### src/rtl/next_pc_unit.sv
`default_nettype none
// ============================================================================
// Module      : next_pc_unit
// Description : Registered program counter with next-PC source selection.
//               A redirect presented while stalled is buffered and released
//               when the stall drops. Misaligned targets are replaced by the
//               trap vector. Out-of-range selects set a sticky error flag.
// Ports       : clock, reset   - rising-edge clock, synchronous active-high reset
//               src            - N_SRC packed candidate PCs (src 0 = fall-through)
//               sel            - source select
//               stall, flush   - hold PC / force PC to TRAP_VEC
//               pc, pc_next    - registered PC and the value it takes next edge
//               pend_valid     - a redirect is buffered awaiting stall release
//               sel_err        - sticky out-of-range select flag
//               misalign       - one-cycle pulse after a misaligned substitution
// Revision    : 1.0 - initial release
// ============================================================================
module next_pc_unit #(
    parameter int                 WIDTH    = 32,
    parameter int                 N_SRC    = 5,
    parameter int                 SEL_W    = 3,
    parameter logic [WIDTH-1:0]   RESET_PC = 32'h0000_0000,
    parameter logic [WIDTH-1:0]   TRAP_VEC = 32'h8000_0180
) (
    input  logic                   clock,
    input  logic                   reset,
    input  logic [N_SRC*WIDTH-1:0] src,
    input  logic [SEL_W-1:0]       sel,
    input  logic                   stall,
    input  logic                   flush,
    output logic [WIDTH-1:0]       pc,
    output logic [WIDTH-1:0]       pc_next,
    output logic                   pend_valid,
    output logic                   sel_err,
    output logic                   misalign
);

    typedef enum logic [0:0] {
        c_run  = 1'b0,
        c_pend = 1'b1
    } state_t;

    // Source count widened by one bit so the range compare never truncates.
    localparam logic [SEL_W:0] c_n_src = N_SRC[SEL_W:0];

    state_t             r_state;
    logic [WIDTH-1:0]   r_pc;
    logic [WIDTH-1:0]   r_pend_pc;
    logic               r_sel_err;
    logic               r_misalign;

    logic               w_sel_valid;
    logic               w_sel_zero;
    logic               w_redirect;
    logic [WIDTH-1:0]   w_target;
    logic [WIDTH-1:0]   w_cand;
    logic               w_load;
    logic [WIDTH-1:0]   w_pc_next;
    state_t             w_state_next;
    logic [WIDTH-1:0]   w_pend_next;
    logic               w_sel_err_next;
    logic               w_misalign_next;

    assign w_sel_valid = ({1'b0, sel} < c_n_src);
    assign w_sel_zero  = (sel == '0);
    assign w_redirect  = w_sel_valid && !w_sel_zero;

    // Candidate target mux; an invalid select yields zero and is never used.
    always_comb begin
        w_target = '0;
        for (int k = 0; k < N_SRC; k++) begin
            if ({1'b0, sel} == (SEL_W+1)'(k)) begin
                w_target = src[k*WIDTH +: WIDTH];
            end
        end
    end

    // Next-state logic. w_load marks an edge where pc takes w_cand, which is
    // the only path subject to the alignment check (reset/flush constants
    // bypass it).
    always_comb begin
        w_pc_next       = r_pc;
        w_state_next    = r_state;
        w_pend_next     = r_pend_pc;
        w_sel_err_next  = r_sel_err;
        w_misalign_next = 1'b0;
        w_load          = 1'b0;
        w_cand          = '0;

        if (reset) begin
            w_pc_next      = RESET_PC;
            w_state_next   = c_run;
            w_pend_next    = '0;
            w_sel_err_next = 1'b0;
        end else if (flush) begin
            w_pc_next    = TRAP_VEC;
            w_state_next = c_run;
        end else if (!stall) begin
            w_state_next = c_run;
            if (w_sel_valid) begin
                w_load = 1'b1;
                // Fall-through while pending releases the buffered redirect;
                // any fresh redirect overrides it.
                if (r_state == c_pend && w_sel_zero) begin
                    w_cand = r_pend_pc;
                end else begin
                    w_cand = w_target;
                end
            end else begin
                w_sel_err_next = 1'b1;
                if (r_state == c_pend) begin
                    w_load = 1'b1;
                    w_cand = r_pend_pc;
                end
            end
        end else if (w_redirect) begin
            // Stalled redirect: latest one wins, checked only on release.
            w_pend_next  = w_target;
            w_state_next = c_pend;
        end

        if (w_load) begin
            if (w_cand[1:0] != 2'b00) begin
                w_pc_next       = TRAP_VEC;
                w_misalign_next = 1'b1;
            end else begin
                w_pc_next = w_cand;
            end
        end
    end

    always_ff @(posedge clock) begin
        if (reset) begin
            r_state    <= c_run;
            r_pc       <= RESET_PC;
            r_pend_pc  <= '0;
            r_sel_err  <= 1'b0;
            r_misalign <= 1'b0;
        end else begin
            r_state    <= w_state_next;
            r_pc       <= w_pc_next;
            r_pend_pc  <= w_pend_next;
            r_sel_err  <= w_sel_err_next;
            r_misalign <= w_misalign_next;
        end
    end

    assign pc         = r_pc;
    assign pc_next    = w_pc_next;
    assign pend_valid = (r_state == c_pend);
    assign sel_err    = r_sel_err;
    assign misalign   = r_misalign;

endmodule
`default_nettype wire

### config.mk
export PLATFORM = sky130hd
export DESIGN_NAME = next_pc_unit
export DESIGN_NICKNAME = d
export VERILOG_FILES = /design/src/rtl/next_pc_unit.sv
export SDC_FILE = /design/constraint.sdc
export NUM_CORES = 1
export LEC_CHECK = 0
export CAP_MARGIN = 40
export CORE_UTILIZATION = 36
export DETAILED_ROUTE_END_ITERATION = 12
export PLACE_DENSITY = 0.82
export SYNTH_ARGS = -nofsm -noshare
export SYNTH_HDL_FRONTEND = slang
export SYNTH_SLANG_ARGS = --single-unit
### constraint.sdc
create_clock -name clock -period 2.2 [get_ports clock]
set_input_delay 0.44 -clock clock [delete_from_list [all_inputs] [get_ports clock]]
set_output_delay 0.44 -clock clock [all_outputs]
set_load 0.02 [all_outputs]
==> flow_summary.json <==
{
  "status": "complete, but fails checks",
  "failed_checks": "DRC, setup timing",
  "setup_violations": 33,
  "maxSlewHeadroom_pct": 71.32,
  "fin_tns_setup_ns": -16.37,
  "hold_start": "r_pend_pc[9]",
  "grt_pass1_wl_um": 31480,
  "syn_nets": 751,
  "cp_num_cells": 10,
  "core-area_mm2": 0.01156,
  "grt_use_total_pct": 31.63,
  "portBuffers": 233,
  "yosysTopAreaCell": "dfxtp_1",
  "routed_wl_um": 20170,
  "crit_chain": "buf_8 -> buf_6 -> or4b_4 -> o21a_1 -> o211ai_2 -> nand3_4 -> buf_4 -> buf_12 -> o41ai_4 -> buf_4",
  "syn_avg_cell_area_um2": 7.436,
  "placementRows": 39,
  "route.detailed.drc": 15,
  "syn_area_mm2": 0.004343,
  "final_common_cell": "clkdlybuf4s50_1",
  "worst_path_largest_cell_delay_ns": 0.52,
  "fmax_ghz": 0.3529,
  "ir_drop_mv": 0.2836,
  "mostFrequentLayoutCells": "192 x clkdlybuf4s50_1, 116 x buf_4, 107 x nand2_1",
  "synth_flop_cell": "dfxtp_1",
  "cap_violations": 0,
  "critPathRequiredTime_ns": 1.76,
  "rrSetupSlack_ns": 0.03,
  "antenna_found_initial": 0,
  "drive_gt1_share_pct": 30.03,
  "gr-total-overflow": 0,
  "cp-start-kind": "input pin",
  "first_global_vias": 6297,
  "synth_edf_count": 0,
  "final_nets": 1054,
  "dieArea_mm2": 0.01251,
  "critPathKind": "in -> out",
  "gp_congestion": 0.8412,
  "fin_worst_skew_ns": 0.004439,
  "hold_depth": 2,
  "worst_slew_pin_slew_ns": 0.4302,
  "htreeDepth": 3,
  "die_w_um": 111.8,
  "vias": 5981,
  "grt_setup_unrepaired": "yes",
  "hp-class": "reg -> reg",
  "ios": 234,
  "wire_per_inst_um": 19.54,
  "finalHoldViolCount": 0,
  "dpl.hpwl_um": 13720,
  "end_kind": "output port",
  "cts_hold_buffers": 0,
  "slowest_stage": "or4b_4",
  "period_minus_slack_ns": 2.833,
  "start_util_pct": 37.55,
  "ys_types": 43,
  "cts.sinks": 67,
  "place_worst_setup_slack_ns": -1.560,
  "cts_buffers": 9,
  "clockBufferDepth": 2,
  "crit_family": "buffers and inverters",
  "drt_iter0_markers": 411,
  "vias_per_cell": 5.796,
  "n_antenna_cell": 0,
  "syn2layout_area_growth_pct": 102.8,
  "grt_max_degree": 36,
  "synth_cells": 584,
  "netlist.area_leader.share_pct": 30.88,
  "critPathMaxFanout": 8,
  "seq_area_frac_synth_pct": 30.88,
  "die_y_um": 111.8,
  "cpMostUsedCell": "buf_4",
  "fin_total_pwr_mw": 3.960,
  "path_clk_slew_ns": 0.05,
  "setup_ws_ns": -0.6335,
  "cts_tree": "built",
  "arrival_ns": 2.39,
  "ant_nets": 0,
  "ys_top_cells_by_area": "dfxtp_1 31%, o41ai_1 10%, nand2_1 9.2%",
  "drt_first_pass_iters": 9,
  "reg2reg_depth": 9,
  "async_reset_ff_share_pct": 0,
  "r2r_end": "pc[27]",
  "crit_buf_inv": 5,
  "p_leak_nw": 4.051,
  "yosysWarnings": 0,
  "clockRootBuffer": "clkbuf_16",
  "reg2reg_from": "pend_valid",
  "period_share_pct": 128.8,
  "p_per_area_mw_per_mm2": 449.7,
  "whs_endpoint": "r_pend_pc[9]",
  "slew_violations": 0,
  "synth-seq-cells": 67,
  "clock_latency_ns": 0.33
}
## cells in the mapped netlist, types with 2 or more instances
library cell,n
mux2_1,23
mux2_2,4
dfxtp_1,67
a211oi_1,4
mux4_2,4
a31oi_1,26
clkbuf_1,34
o41ai_1,50
nor2_1,63
o41ai_2,2
and3_1,2
o21ai_1,14
and2_1,6
nand2_1,107
nand3_1,30
nor2b_1,7
o21a_1,4
buf_4,5
nor3_1,2
or3_1,5
a21oi_1,65
o21ai_0,19
nand4b_1,6
buf_6,5
inv_1,2
buf_2,11
## cell type report
| cell class | instances | area, um^2 |
|---|---|---|
| tap | 143 | 178.9 |
| clock inverter | 1 | 5.005 |
| inverter | 2 | 7.507 |
| multi-input combinational | 460 | 3680 |
| timing repair buffer | 347 | 3353 |
| clock buffer | 12 | 236.5 |
| fill | 802 | 2759 |
| sequential | 67 | 1345 |
## worst register-to-register path: cells and delay by family, from the launching register on
kind / cells / cell delay [ns]
compound gates: 3 / 0.55
buf+inv: 4 / 0.58
flops: 1 / 0.34
simple gates: 2 / 0.61
## sequential cells by signal, indices dropped and copies added (netlist names)
name	count
pc	32
misalign	1
pend_valid	1
sel_err	1
r_pend_pc	32
## cell families after synthesis
family,share of synthesized area (%)
DFF,30.88
AOI/OAI and AO/OA,28.95
buffers and inverters,6.540
and+or+nand+nor,24.20
muxes,9.421
## repair_timing
| action | 4_1_cts | 5_1_grt |
|---|---|---|
| pin swaps | 12 | 22 |
| gates cloned | 4 | 0 |
| endpoints found under the hold margin | 0 | 0 |
| setup endpoints to repair | 63 | 58 |
| buffers inserted | 16 | 10 |
| gates resized for setup | 207 | 35 |
## metal layers
metal / vias up / part of all wire, % / GRT usage (%) / routed length, um
met1: 2856 / 37 / 35.22 / 7519
met2: 304 / 52 / 58.34 / 10430
met3: 67 / 7.2 / 5.008 / 1458
met4: 0 / 3.8 / 15.23 / 759
met5: - / 0 / 0 / 0
li1: 2754 / - / - / -
## metrics by stage
step,instances,utilization [%],hold WS (ns),cell area (um^2)
global route,1032,76.14,0.4650,8806
detailed placement,991,69.48,0.4466,8035
finish,1032,76.14,0.4534,8806
floorplan,584,-,0.4361,5056
global placement,991,69.48,0.4413,8035
CTS,1024,74.46,0.4538,8611
## power by group
part	internal, mW	switching, mW	leakage (nW)
clock	0.742	0.502	0.118
sequential	1.25	0.0205	0.544
combinational	0.724	0.722	3.39
total	2.71	1.25	4.05
## worst max path at each step
stage / to / from / slack, ns
after floorplan: pc_next[10] / sel[0] / -0.24
after global placement: pc_next[17] / sel[1] / -1.48
after detailed placement: pc_next[17] / sel[1] / -1.56
after CTS: pc_next[17] / sel[1] / -0.62
after global routing: pc_next[19] / sel[2] / -0.69
final: pc_next[19] / sel[1] / -0.63
No activity file was read; power rests on OpenSTA's default activity.
